File: src/rtl/counter_pkg.sv
// Shared definitions for the parametrised modulus counter: mode encodings and
// the next-value/boundary rule used by the step calculator.
package counter_pkg;

  localparam logic MODE_WRAP = 1'b0;
  localparam logic MODE_SAT  = 1'b1;

  // Returns {boundary, next}. All arithmetic is one bit wider than the operands
  // so count+STEP and MAX_VAL+1 never alias, even at WIDTH=32.
  function automatic logic [32:0] next_count(
    input logic [31:0] cur,
    input logic [31:0] step,
    input logic [31:0] max,
    input logic        up,
    input logic        sat
  );
    logic [32:0] w_sum;
    logic [32:0] w_mod;
    w_mod      = {1'b0, max} + 33'd1;
    w_sum      = '0;
    next_count = '0;
    if (up) begin
      w_sum = {1'b0, cur} + {1'b0, step};
      if (w_sum <= {1'b0, max}) begin
        next_count = {1'b0, w_sum[31:0]};
      end else if (sat) begin
        next_count = {1'b1, max};
      end else begin
        w_sum      = w_sum - w_mod;
        next_count = {1'b1, w_sum[31:0]};
      end
    end else begin
      if (cur >= step) begin
        next_count = {1'b0, cur - step};
      end else if (sat) begin
        next_count = {1'b1, 32'd0};
      end else begin
        w_sum      = {1'b0, cur} + w_mod - {1'b0, step};
        next_count = {1'b1, w_sum[31:0]};
      end
    end
  endfunction

endpackage

File: src/rtl/mod_step_calc.sv
// Combinational step calculator: next count value and boundary-event indication
// for the current count and direction.
module mod_step_calc
  import counter_pkg::*;
#(
  parameter int unsigned WIDTH    = 4,
  parameter logic [31:0] MAX_VAL  = 32'd15,
  parameter logic [31:0] STEP     = 32'd1,
  parameter logic        SATURATE = MODE_WRAP
) (
  input  logic [WIDTH-1:0] i_count,
  input  logic             i_up,
  output logic [WIDTH-1:0] o_next,
  output logic             o_boundary
);

  logic [32:0] w_res;

  assign w_res      = next_count(32'(i_count), STEP, MAX_VAL, i_up, SATURATE == MODE_SAT);
  assign o_next     = w_res[WIDTH-1:0];
  assign o_boundary = w_res[32];

  // Results are always <= MAX_VAL, so the bits above WIDTH are structurally zero.
  if (WIDTH < 32) begin : g_hi
    logic w_unused_hi;
    assign w_unused_hi = ^w_res[31:WIDTH];
  end

endmodule

File: src/rtl/param_mod_counter.sv
// Parametrised modulus counter: wrap/saturate, up/down, synchronous clear and
// load, registered terminal-count pulse and sticky boundary flag.
module param_mod_counter
  import counter_pkg::*;
#(
  parameter int unsigned WIDTH     = 4,
  parameter logic [31:0] MAX_VAL   = 32'((33'd1 << WIDTH) - 33'd1),
  parameter logic [31:0] STEP      = 32'd1,
  parameter logic        SATURATE  = MODE_WRAP,
  parameter logic [31:0] RESET_VAL = 32'd0
) (
  input  logic             clk,
  input  logic             rst_n,
  input  logic             en,
  input  logic             up_dn,
  input  logic             clr,
  input  logic             load,
  input  logic [WIDTH-1:0] load_val,
  output logic [WIDTH-1:0] count_out,
  output logic             tc,
  output logic             wrap_flag
);

  if (WIDTH < 2 || WIDTH > 32) begin : g_bad_width
    $error("param_mod_counter: WIDTH must be 2..32");
  end
  if (MAX_VAL < 32'd1 || {1'b0, MAX_VAL} > ((33'd1 << WIDTH) - 33'd1)) begin : g_bad_max
    $error("param_mod_counter: MAX_VAL must be 1..2^WIDTH-1");
  end
  if (STEP < 32'd1 || STEP > MAX_VAL) begin : g_bad_step
    $error("param_mod_counter: STEP must be 1..MAX_VAL");
  end
  if (RESET_VAL > MAX_VAL) begin : g_bad_rst
    $error("param_mod_counter: RESET_VAL must not exceed MAX_VAL");
  end

  localparam logic [WIDTH-1:0] MAX_W = MAX_VAL[WIDTH-1:0];
  localparam logic [WIDTH-1:0] RST_W = RESET_VAL[WIDTH-1:0];

  logic [WIDTH-1:0] r_count;
  logic             r_tc;
  logic             r_wrap;
  logic [WIDTH-1:0] w_next;
  logic             w_boundary;

  mod_step_calc #(
    .WIDTH   (WIDTH),
    .MAX_VAL (MAX_VAL),
    .STEP    (STEP),
    .SATURATE(SATURATE)
  ) u_step (
    .i_count   (r_count),
    .i_up      (up_dn),
    .o_next    (w_next),
    .o_boundary(w_boundary)
  );

  always_ff @(posedge clk) begin
    if (!rst_n) begin
      r_count <= RST_W;
      r_tc    <= 1'b0;
      r_wrap  <= 1'b0;
    end else if (clr) begin
      r_count <= RST_W;
      r_tc    <= 1'b0;
      r_wrap  <= 1'b0;
    end else if (load) begin
      r_count <= (load_val > MAX_W) ? MAX_W : load_val;
      r_tc    <= 1'b0;
    end else if (en) begin
      r_count <= w_next;
      r_tc    <= w_boundary;
      r_wrap  <= r_wrap | w_boundary;
    end else begin
      r_tc    <= 1'b0;
    end
  end

  assign count_out = r_count;
  assign tc        = r_tc;
  assign wrap_flag = r_wrap;

endmodule

File: config.mk
export PLATFORM = sky130hd
export DESIGN_NAME = param_mod_counter
export DESIGN_NICKNAME = d
export VERILOG_FILES = /design/src/rtl/counter_pkg.sv /design/src/rtl/mod_step_calc.sv /design/src/rtl/param_mod_counter.sv
export SDC_FILE = /design/constraint.sdc
export NUM_CORES = 1
export LEC_CHECK = 0
export BUFFER_PORTS_ARGS = -buffer_cell sky130_fd_sc_hd__buf_2
export CORE_AREA = 2 2 39 41
export DETAILED_ROUTE_END_ITERATION = 12
export DIE_AREA = 0 0 41 43
export PLACE_DENSITY = 0.48
export SETUP_SLACK_MARGIN = 0.1
export SYNTH_ARGS = -nofsm -noshare
export SYNTH_HDL_FRONTEND = slang
export SYNTH_SLANG_ARGS = --single-unit
File: constraint.sdc
create_clock -name clk -period 2 [get_ports clk]
set_input_delay 0.2 -clock clk [delete_from_list [all_inputs] [get_ports clk]]
set_output_delay 0.2 -clock clk [all_outputs]
set_load 0.01 [all_outputs]
# Word level (Yosys, flattened, before mapping)
# Index checks and enable logic that the tools add are counted.
# word_totals
input_bits,10
output_inout_bits,6
regBits,6
wordCells,25
# classes
order_cmp,3
n_reduce_logical,4
bitwise_logic,4
addsub,5
mux,6
# ops
cell,n
2-to-1 mux 33 bit,3
"<= comparator 33 x 4 -> 1 bit, second input constant",1
"subtractor 32 x 1 -> 32 bit, second input constant",1
"subtractor 32 x 5 -> 32 bit, second input constant",1
2-to-1 mux 4 bit,3
"adder 4 x 5 -> 6 bit, second input constant",1
"adder 4 x 1 -> 5 bit, second input constant",1
"subtractor 4 x 1 -> 5 bit, second input constant",1
"greater-or-equal comparator 4 x 1 -> 1 bit, second input constant",1
"> comparator 4 bit, second input constant",1
OR reduction 4 bit,1
inverter 1 bit,3
AND reduction 2 bit,1
nonzero test 2 bit,1
OR reduction 2 bit,1
OR 1 bit,1

# Longest topological paths before layout
# Gate-level depths: netlist (run 1).
# depth
ltp_word,6
depth_mapped,6
depth_no_buf,6

# Cells and area by module
# Synthesis (run 1) repeated with hierarchy kept, for this count alone.
# hier_totals
hier_cells,43
hier_area_um2,421.7
# by_module_without_submodules
module,cells_per_inst,seq_area_each_um2,instances,area_per_inst_um2
param_mod_counter,25,120.1,1,256.5
mod_step_calc,18,0.0,1,165.2

# Least setup slack after synthesis (run 1)
# Ideal clock, no wire load.
# synth_timing
path_type,reg-to-reg
startpoint,"register r_count[0], in the netlist count_out[0]"
endpoint,"register r_wrap, in the netlist wrap_flag"
stages_incl_launch_ff,7
t_arrival_ns,1.671
setup_time_ns,0.070
path_slack_ns,0.259
period_less_slack_ns,1.741
n_path_buf,0
required_time_ns,1.930
cell_sequence,dfxtp_1 > inv_1 > ha_1 > or3b_2 > a21oi_1 > o211ai_1 > a21oi_1
# synth_between
elab_chain_len,5
word_cells_on_any_way,7
cone_classes,add/sub: 1; order compare: 2; mux: 3; bitwise: 1
# synth_lines
element,line_no,rtl
start: declaration,param_mod_counter.sv:40,logic [WIDTH-1:0] r_count;
start signal: assignment,param_mod_counter.sv:68,r_count <= (load_val > MAX_W) ? MAX_W : load_val;
start signal: assignment,param_mod_counter.sv:71,r_count <= w_next;
adder 4 x 1 -> 5 bit,counter_pkg.sv:23,"w_sum = {1'b0, cur} + {1'b0, step};"
<= comparator 33 x 4 -> 1 bit,counter_pkg.sv:24,"if (w_sum <= {1'b0, max}) begin"
2-to-1 mux 33 bit,counter_pkg.sv:24,
2-to-1 mux 33 bit (*),counter_pkg.sv:22,if (up) begin
OR 1 bit (*),param_mod_counter.sv:73,r_wrap <= r_wrap | w_boundary;
end signal: assignment,param_mod_counter.sv:73,
end: declaration,param_mod_counter.sv:42,logic r_wrap;
# Mark *: on every way between the ends. The rest lies on a longest branch, timed or not.
# A chain may end at the register's enable or synchronous reset.

# Worst setup path after layout (run 1)
# layout_timing
startpoint,"register r_count[1], in the netlist count_out[1]"
endpoint,"register r_wrap, in the netlist wrap_flag"
# The elaborated chain is that of the path after synthesis.

==> run summary, run 1 <==
The run finished with clean final reports. At the later pin of the worst-skew pair, clock insertion delay measures 240 ps. After the last flow step, the layout net total stands at 77. The residual DRC count came out at 0.

Final worst-path cycle share: 88.5%. In the final layout, the multi-input gates occupy 244 sq um. Timing would allow up to 565 MHz.

Including well taps, the total number of placed cells is 74. TritonCTS built the clock tree. The level count of the clock H-tree came out at 1.

The first-iteration detailed-routing DRC count was 1; the number of detailed-route iterations in the first pass was 2. Measured against its own limit, the worst slew margin works out to 82.6%. Global routing finished with a remaining overflow of 0. Clock-pin slew was measured on the worst setup and hold paths at 50 ps.

In the final layout, the share of cells above drive strength 1 is 37.7%. The number of global-route vias before repair came out at 345. For the number of clock sinks, the log shows 6. Of all nets on the critical path, the largest fanout is 6. The final max-slew violation count is 0, and the stage delay of the slowest cell on the critical path is 440 ps.

For this run, the register share of the synthesized area comes to 31.7%. The number of hold violations in the final report is 0, and the per-cell routed wire length is 10.3 microns. Using the TritonRoute via totals, the vias-per-cell ratio works out to 4.56.

The number of hold-repair buffers added at the cts stage is 0. The number of distinct standard cells referenced by the synthesized netlist is 19, and the post-layout instance count excluding filler cells is 77. The tools report the kind of end point of the critical path as a flop. For this design the static power due to leakage is 0.235 nW. The cell chosen for the clock root was sky130_fd_sc_hd__clkbuf_4. Entering global routing, the biggest net connects 9 pins.

The wire length of the first global-routing pass is 1380 microns, and the data required time at the worst endpoint is 2170 ps. Relative to the synthesized area, the layout overhead comes to 31.4%. The repair_antennas step left the layout with diodes totalling 0.

In this run the tool buffered the top-level ports with 15 buffer cells. Power spread over the standard cell area amounts to 597 nW/um^2. The filler cell count was 153; the minimum period implied by the final worst setup slack was 1770 ps. In this run the worst hold path is classified as in2reg. The die covers 1760 sq um. In the final timing run, aggregate negative setup slack is 0 ps. The slowest cell on the critical path was sky130_fd_sc_hd__or3b_2. A synthesized cell averages 8.82 sq um.

Flip-flop and latch count after synthesis: 6. Global routing used 12.0% of the available tracks across all layers. Kind of start point of the critical path: a flop. Setup violations remaining at the end of the flow were counted as 0. The initial utilization of the core area, before any placement, comes to 27.4%. The cell count after synthesis came out at 43.

Counting along the longest clock path gives a buffer depth of 2. The area occupied by registers was 121 sq um. The tools report the net count of the mapped netlist as 57. Setup repair after global routing left no endpoint under its margin. Data on the critical path arrives at its endpoint at 1940 ps. At the pin with the least slew margin, the transition time is 261 ps.

Max-cap violations in this run came to 0. Once detail routing completed, the nets flagged for antenna violations numbered 0. The number of buffers inserted during clock tree synthesis is 3. In this run the core area contains 14 standard-cell rows.

16 I/O pins were placed. The clock arrives with 2.91 ps of skew. The critical path is of the reg2reg type. Number of antenna violations at the first check in global routing: 0. The total vias in the final route came out at 351. The width of the die came out at 41 microns. Traced cell by cell, the critical path runs through inv_1 > ha_1 > or3b_2 > a21oi_1 > o211ai_1 > a21oi_1. Counting stages on the worst path, the most repeated cell is sky130_fd_sc_hd__a21oi_1. The cell area that synthesis handed to floorplanning was 379 sq um. The core footprint was 1380 sq um. The tools report the largest vdd supply drop as 0.238 mV.

The run gives 0 as the number of synthesis warnings. After detailed routing, the total wire length is 795 microns. The detailed placement HPWL came out at 657 microns. The run gives 0.809 as the final RePlAce weighted congestion.

In this run the vertical extent of the chip is 43 microns.
## power breakdown
part           total, mW  leakage, nW  switching [mW]  internal (mW)
Clock              0.110       0.0138          0.0426         0.0678
Combinational     0.0554        0.172          0.0276         0.0279
Sequential         0.131       0.0494         0.00651          0.125
## per-layer routing
layer  global-route usage, %  share of wire [%]  vias to the layer above  routed length [microns]
met2                    17.8                 50                        7                      398
met4                    8.00                  0                        0                        0
met1                    13.3                 45                      157                      360
met3                    4.71                4.5                        0                       36
met5                       0                  0                        -                        0
li1                        -                  -                      187                        -
## cells in the final DEF, fill, tap and decap left out, drive strengths merged
cell | netlist | routed
nand2 | 6 | 6
xnor2 | 1 | 1
a21oi | 4 | 4
ha | 4 | 4
o211ai | 2 | 2
nor3 | 1 | 1
a21boi | 1 | 1
nand2b | 1 | 1
mux2i | 1 | 1
a211oi | 2 | 2
or4 | 1 | 1
nand4 | 1 | 1
or3b | 1 | 1
inv | 4 | 4
dfxtp | 6 | 6
nor2 | 3 | 3
mux2 | 1 | 1
xor2 | 3 | 3
buf | 0 | 15
clkbuf | 0 | 3
## flip-flops by register name, indices dropped and copies added, names as in the netlist
name	count
wrap_flag	1
count_out	4
tc	1
## cell families after synthesis
group / count (synthesis) / share of synthesized area (%)
and+or+nand+nor: 14 / 18.8
adders and majority gates: 4 / 13.2
muxes: 2 / 5.61
AOI/OAI and AO/OA: 9 / 17.5
xor gates and xnor gates: 4 / 9.24
DFF: 6 / 31.7
buffers and inverters: 4 / 3.96
## cells in the mapped netlist, drive strengths merged
cell type | count | share of area (%)
xor2 | 3 | 6.9
nor2 | 3 | 3.0
or4 | 1 | 3.0
or3b | 1 | 2.3
ha | 4 | 13
a21oi | 4 | 5.3
dfxtp | 6 | 32
inv | 4 | 4.0
xnor2 | 1 | 2.3
mux2 | 1 | 3.0
o211ai | 2 | 4.0
a21boi | 1 | 3.0
nand2 | 6 | 5.9
a211oi | 2 | 5.3
nand2b | 1 | 1.7
mux2i | 1 | 2.6
nor3 | 1 | 1.3
nand4 | 1 | 1.7
## what timing repair did
| action | CTS | global route |
|---|---|---|
| resized for setup | 0 | 1 |
| buffers inserted | 0 | 0 |
| endpoints found under the setup margin | 0 | 1 |
## metrics by stage
| step | setup slack (ps) | cell area, sq um | power (mW) | hold WS [ps] | util (%) |
|---|---|---|---|---|---|
| after global routing | 149 | 498 | 0.317 | 213 | 36.0 |
| after floorplan | 259 | 379 | 0.167 | 336 | - |
| after detailed placement | 179 | 474 | 0.190 | 438 | 34.3 |
| after CTS | 159 | 497 | 0.305 | 202 | 35.9 |
| after global placement | 247 | 474 | 0.190 | 433 | 34.3 |
| final | 230 | 498 | 0.297 | 202 | 36.0 |
## cell type report
class	count	share of cell area (%)
flip-flops and latches	6	24.4
well taps	16	4.02
repair buffers	15	15.1
clock buffers	3	4.52
inverters	4	3.02
multi-input cells	33	49.0
## path summary, 6_finish.rpt
check | cells past startpoint | from | slack (ps) | to
worst max-delay path | 6 | count_out[1]$_SDFFE_PP0P_ | 230 | wrap_flag$_SDFFE_PP0P_
worst min-delay path | 3 | load_val[0] | 200 | count_out[0]$_SDFFE_PP0P_
worst max register to register | 6 | count_out[1]$_SDFFE_PP0P_ | 230 | wrap_flag$_SDFFE_PP0P_
worst min register to register | 2 | wrap_flag$_SDFFE_PP0P_ | 440 | wrap_flag$_SDFFE_PP0P_
## critical path, delay by kind of cell, from the launching register on
family          cells  cell delay (ps)
simple gates        1              440
compound gates      3              420
flops               1              410
fa+ha+maj           1              310
buf+inv             1              110
(Power assumes the default switching activity.)
==> run 2, diff against run 1 <==
--- a/config.mk
+++ b/config.mk
@@ -5,7 +5,7 @@
 export SDC_FILE = /design/constraint.sdc
 export NUM_CORES = 1
 export LEC_CHECK = 0
-export BUFFER_PORTS_ARGS = -buffer_cell sky130_fd_sc_hd__buf_2
+export BUFFER_PORTS_ARGS = -buffer_cell sky130_fd_sc_hd__buf_4
 export CORE_AREA = 2 2 39 41
 export DETAILED_ROUTE_END_ITERATION = 12
 export DIE_AREA = 0 0 41 43
==> run summary, run 2 (synthesis results as in run 1) <==
The layout net count was 78 (+1.3%). The tools report the number of detailed-route iterations in the first pass as 2 (unchanged). Setup repair after global routing left no endpoint under its margin.

The top achievable clock speed is 573 MHz (+1.5%). The slew of the pin with the lowest slew margin was 249 ps (-11.8 ps); the final-layout setup total negative slack was 0 ps (unchanged). STA classifies the critical path endpoint as a flop. For the post-layout instance count excluding filler cells, the log shows 78 (+1.3%). The core footprint was 1380 sq um (unchanged). The vertical die dimension is 43 microns (unchanged).

The fraction of final layout cells with drive strength greater than 1 was 37.1% (-0.61 points); the wire length of the first global-routing pass was 1310 microns (-5.0%). The run gives 1 (unchanged) as the level count of the clock H-tree. The via density per instance is 4.53 (-0.72%). The total routing resource utilization after global routing was 11.4% (-0.53 points); the residual DRC count was 0 (unchanged). The largest net degree at the start of global routing was 8 (-1); the signed area change from the synthesized netlist to the final layout was 42.9%. The first-iteration detailed-routing DRC count was 7 (+6). The endpoint arrival time on the critical path is 1920 ps (-20 ps), and the total power density per cell area is 572 nW/um^2 (-4.3%). For the total congestion overflow, the log shows 0 (unchanged). Minimum period implied by the final worst setup slack: 1740 ps (-26.1 ps). The logs give 0 (unchanged) for the number of hold-repair buffers added at the cts stage and 0 (unchanged) for the total of cells resized after clock tree synthesis. Largest vdd supply drop: 0.242 mV (+2.0%). The number of max-capacitance violations reported is 0 (unchanged), and the number of clock sinks is 6 (unchanged).

The maximum buffer depth of the clock tree is 2 (unchanged). The width of the die came out at 41 microns (unchanged). The floorplan die area is 1760 sq um (unchanged), and the number of setup buffers added after CTS is 0 (unchanged). The library cell used most frequently in the layout, excluding fill and tap cells, is sky130_fd_sc_hd__buf_4.

Cell row count: 14 (unchanged). The logs give 0 (unchanged) for the number of hold violations in the final report and 0.770 (-4.8%) for the final RePlAce weighted congestion. The maximum fanout along the worst path came out at 6 (unchanged). Total vias in the final route: 353 (+0.57%). The number of primary I/O pins came out at 16 (unchanged). The tools report the later-pin clock latency in the skew report as 250 ps (about the same). The total wire length after detailed routing came out at 778 microns (-2.1%). For the number of buffers inserted during clock tree synthesis, the log shows 3 (unchanged). The per-cell routed wire length is 9.97 microns (-3.4%).

The tools report the data required time at the worst endpoint as 2170 ps (about the same). For the filler cell count, the log shows 150 (-2.0%). The final worst-path cycle share is 87.2% (-1.3 points), and the flip-flop count of the largest register, all copies and words added is 4 (unchanged).

The leakage power summed over all cells is 0.248 nW (+5.5%). The critical path is of the reg2reg type. Kind of start point of the critical path: a flop. For the number of antenna violations at the first check in global routing, the log shows 0 (unchanged).

The number of endpoints failing setup at the final stage was 0 (unchanged); the number of antenna-violating nets in the routed design was 0 (unchanged). The run gives 75 (+1.4%) as the total placed cells including tap cells. The top cell types in the final layout, fill and taps aside, are 16 x sky130_fd_sc_hd__buf_4, 6 x sky130_fd_sc_hd__nand2_1, 6 x sky130_fd_sc_hd__dfxtp_1. The flow ran to the end, and the final reports show no timing, DRC or antenna violations.

The path class of the tightest hold or removal check is in2reg. The final max-slew violation count came out at 0 (unchanged). The clock edge transition at the registers on the reported setup and hold paths works out to 40 ps (about the same). Detailed placement HPWL: 636 microns (-3.3%). TritonCTS built the clock tree. The tree is rooted in a sky130_fd_sc_hd__clkbuf_4. The initial standard-cell utilization of the core came out at 27.4% (unchanged). The number of global-route vias before repair is 320 (-7.2%), and the relative max-transition margin is 83.4% (+0.79 points).

The number of buffers added on ports works out to 15 (unchanged). The final clock skew was 3.97 ps (+1.06 ps); the number of diodes was 0 (unchanged). The overall power consumption was 0.310 mW (+4.2%).
==> run 2: changes by cell type in the layout (fill, tap and decap cells not counted), sizes merged <==
cell / before / now
buf: 15 / 16
==> run 2: path summary, 6_finish.rpt <==
check                       startpoint                        end  slack [ps]  depth (start not counted)
min reg2reg     wrap_flag$_SDFFE_PP0P_     wrap_flag$_SDFFE_PP0P_         450                          2
max reg2reg  count_out[1]$_SDFFE_PP0P_     wrap_flag$_SDFFE_PP0P_         260                          6
max          count_out[1]$_SDFFE_PP0P_     wrap_flag$_SDFFE_PP0P_         260                          6
min                        load_val[0]  count_out[0]$_SDFFE_PP0P_         210                          3
==> run 2: critical path, stage by stage, from the launching register on <==
cell and delay, ps:
sky130_fd_sc_hd__dfxtp_1 410, sky130_fd_sc_hd__inv_1 100, sky130_fd_sc_hd__ha_1 310, sky130_fd_sc_hd__or3b_2 440, sky130_fd_sc_hd__a21oi_1 150, sky130_fd_sc_hd__o211ai_1 110, sky130_fd_sc_hd__a21oi_1 160
==> run 2: metal layers <==
layer,track usage (%),wire length (microns),up-vias
met1,13.5,335,158
li1,-,-,185
met4,4.00,0,0
met5,0,0,-
met2,15.9,387,10
met3,7.85,55,0
==> run 2: area by class of cell <==
cell class	count	area [sq um]	share of cell area, %
inverter	4	15.0	2.77
clock buffer	3	22.5	4.16
tap	16	20.0	3.70
sequential	6	120	22.2
timing repair buffer	16	120	22.2
multi-input combinational	33	244	45.0
==> run 2: where the power goes <==
part | internal, mW | leakage [nW] | switching [mW] | total, mW
logic | 0.0363 | 0.185 | 0.0291 | 0.0654
clock network | 0.0681 | 0.0138 | 0.0464 | 0.114
registers | 0.125 | 0.0489 | 0.00509 | 0.130
total | 0.229 | 0.248 | 0.0806 | 0.310
==> run 2: per-stage QoR <==
stage	util (%)	area (sq um)	worst slack, ps	hold WS, ps
after floorplan	-	379	259	336
after global placement	37.5	519	298	439
after detailed placement	37.5	519	260	446
after CTS	39.2	542	245	205
after global routing	39.2	542	149	214
final	39.2	542	256	206
==> run 3, diff against run 2 <==
--- a/config.mk
+++ b/config.mk
@@ -10,6 +10,7 @@
 export DETAILED_ROUTE_END_ITERATION = 12
 export DIE_AREA = 0 0 41 43
 export PLACE_DENSITY = 0.48
+export RECOVER_POWER = 100
 export SETUP_SLACK_MARGIN = 0.1
 export SYNTH_ARGS = -nofsm -noshare
 export SYNTH_HDL_FRONTEND = slang
==> run summary, run 3 (synthesis results as in run 1) <==
The wire length of the first global-routing pass is 1310 microns (unchanged), and the number of detailed-route iterations in the first pass is 2 (unchanged). The final worst-path cycle share works out to 86.6% (-0.62 points). The number of setup buffers added after CTS came out at 0 (unchanged). The cell row count is 14 (unchanged), and the total routing resource utilization after global routing is 11.4% (unchanged).

Relative max-transition margin: 79.9% (-3.5 points). Commonest non-fill, non-tap cell in the layout: sky130_fd_sc_hd__buf_4. The slew of the pin with the lowest slew margin is 301 ps (+51.8 ps). The overall power consumption is 0.304 mW (-1.9%), and the later-pin clock latency in the skew report is 250 ps (about the same). The run gives 206 ps (-0.00400 ps) as the worst hold slack across all endpoints. The initial standard-cell utilization of the core is 27.4% (unchanged), and the minimum period implied by the final worst setup slack is 1730 ps (-12.3 ps). The startpoint identified for the worst register-to-register timing path is count_out[1]$_SDFFE_PP0P_.

The via density per instance was 4.55 (+0.57%). The top achievable clock speed is 577 MHz (+0.71%). The maximum fanout along the worst path works out to 6 (unchanged). The number of cells on the worst hold path is 3 (unchanged), and the per-cell routed wire length is 9.99 microns (+0.13%). The tools report the leakage power summed over all cells as 0.218 nW (-12%). The number of buffers added on ports is 15 (unchanged), and the total vias in the final route is 355 (+0.57%). The clock edge transition at the registers on the reported setup and hold paths is 40 ps (about the same).

The number of clock sinks is 6 (unchanged). Setup repair after global routing left no endpoint under its margin. For the core footprint, the log shows 1380 sq um (unchanged). Largest vdd supply drop: 0.242 mV (about the same).

The tools report the number of diodes as 0 (unchanged). The startpoint identified for the worst hold timing path is load_val[0]. The path type of the worst setup path is reg2reg. The logs give 0 (unchanged) for the number of max-capacitance violations reported and 0 ps (unchanged) for the final-layout setup total negative slack. The largest net degree at the start of global routing is 8 (unchanged).

The tools report the final max-slew violation count as 0 (unchanged). In this run the critical register-to-register path is captured at wrap_flag$_SDFFE_PP0P_. Relative to the synthesized area, the layout overhead comes to 35.0%. Residual DRC count: 0 (unchanged). For the total of cells resized after clock tree synthesis, the log shows 0 (unchanged).

Cell chosen for the clock root: sky130_fd_sc_hd__clkbuf_4. The flip-flop count of the largest register, all copies and words added is 4 (unchanged). The detailed placement HPWL is 636 microns (unchanged). The final clock skew came out at 4.16 ps (+0.193 ps). Logic depth of the worst register-to-register path: 6 (unchanged). TritonCTS built the clock tree. The logs give 0 (unchanged) for the number of endpoints failing setup at the final stage and 0 (unchanged) for the number of antenna violations at the first check in global routing. The kind of end point of the critical path is a flop. The level count of the clock H-tree came out at 1 (unchanged). STA classifies the critical path startpoint as a flop. The maximum buffer depth of the clock tree is 2 (unchanged). The critical path starts at count_out[1]$_SDFFE_PP0P_. The fraction of final layout cells with drive strength greater than 1 is 24.2% (-13 points). The logs give 1910 ps (about the same) for the endpoint arrival time on the critical path and 270 ps (about the same) for the minimum setup slack among reg-to-reg paths.

The run gives 0.770 (unchanged) as the final RePlAce weighted congestion. The tools report the worst setup path endpoint as wrap_flag$_SDFFE_PP0P_. The vertical die dimension was 43 microns (unchanged); the data required time at the worst endpoint was 2170 ps (about the same). The flow ran to the end, and the final reports show no timing, DRC or antenna violations. Width of the die: 41 microns (unchanged).

The number of global-route vias before repair is 320 (unchanged). The tools report the total congestion overflow as 0 (unchanged). The first-iteration detailed-routing DRC count is 7 (unchanged), and the layout net count is 78 (unchanged). The run gives 1760 sq um (unchanged) as the floorplan die area.

Type of the worst min-delay path: in2reg. The number of antenna-violating nets in the routed design is 0 (unchanged), and the total power density per cell area is 593 nW/um^2 (+3.8%). Total wire length after detailed routing: 779 microns (+0.13%). The run gives 0 (unchanged) as the number of hold violations in the final report.

For the number of primary I/O pins, the log shows 16 (unchanged). The run gives 0 (unchanged) as the number of hold-repair buffers added at the cts stage. The run gives 3 (unchanged) as the number of buffers inserted during clock tree synthesis. The library cells used most frequently in the layout, excluding fill and tap cells, are 9 x sky130_fd_sc_hd__buf_4, 7 x sky130_fd_sc_hd__clkbuf_1, 6 x sky130_fd_sc_hd__nand2_1, 6 x sky130_fd_sc_hd__dfxtp_1.
-- run 3: worst min-delay path by stage --
| stage | to | slack (ps) |
|---|---|---|
| after floorplan | count_out[0]$_SDFFE_PP0P_ | 340 |
| after detailed placement | wrap_flag$_SDFFE_PP0P_ | 450 |
| after global placement | wrap_flag$_SDFFE_PP0P_ | 440 |
| final | count_out[0]$_SDFFE_PP0P_ | 210 |
| after CTS | count_out[0]$_SDFFE_PP0P_ | 210 |
| after global routing | count_out[1]$_SDFFE_PP0P_ | 210 |
-- run 3: layout make-up --
class	instances	area (sq um)
Fill cell	161	872
Clock buffer	3	22.5
Tap cell	16	20.0
Multi-Input combinational cell	33	240
Sequential cell	6	120
Inverter	4	15.0
Timing Repair Buffer	16	93.8
-- run 3: worst max-delay path, cell delays in order (launching register included) --
cell	delay [ps]
sky130_fd_sc_hd__dfxtp_1	400
sky130_fd_sc_hd__inv_1	100
sky130_fd_sc_hd__ha_1	310
sky130_fd_sc_hd__or3b_2	440
sky130_fd_sc_hd__a21oi_1	150
sky130_fd_sc_hd__o211ai_1	110
sky130_fd_sc_hd__a21oi_1	160
-- run 3: stage by stage --
stage	cell area (sq um)	instances	worst slack, ps	utilization (%)
finish	512	78	268	37.0
global route	512	78	157	37.0
CTS	542	78	245	39.2
global placement	519	75	298	37.5
floorplan	379	43	259	-
detailed placement	519	75	260	37.5
-- run 3: power breakdown --
group | total (mW) | internal, mW | switching, mW
combinational | 0.0596 | 0.0305 | 0.0291
sequential | 0.129 | 0.125 | 0.00479
clock | 0.115 | 0.0681 | 0.0466
total | 0.304 | 0.223 | 0.0804
-- run 3: metal layers --
metal / up-vias / GRT usage, % / routed length (microns)
met5: - / 0 / 0
met4: 0 / 4.00 / 0
met3: 0 / 7.85 / 56
met2: 10 / 15.9 / 382
met1: 159 / 13.5 / 340
li1: 186 / - / -
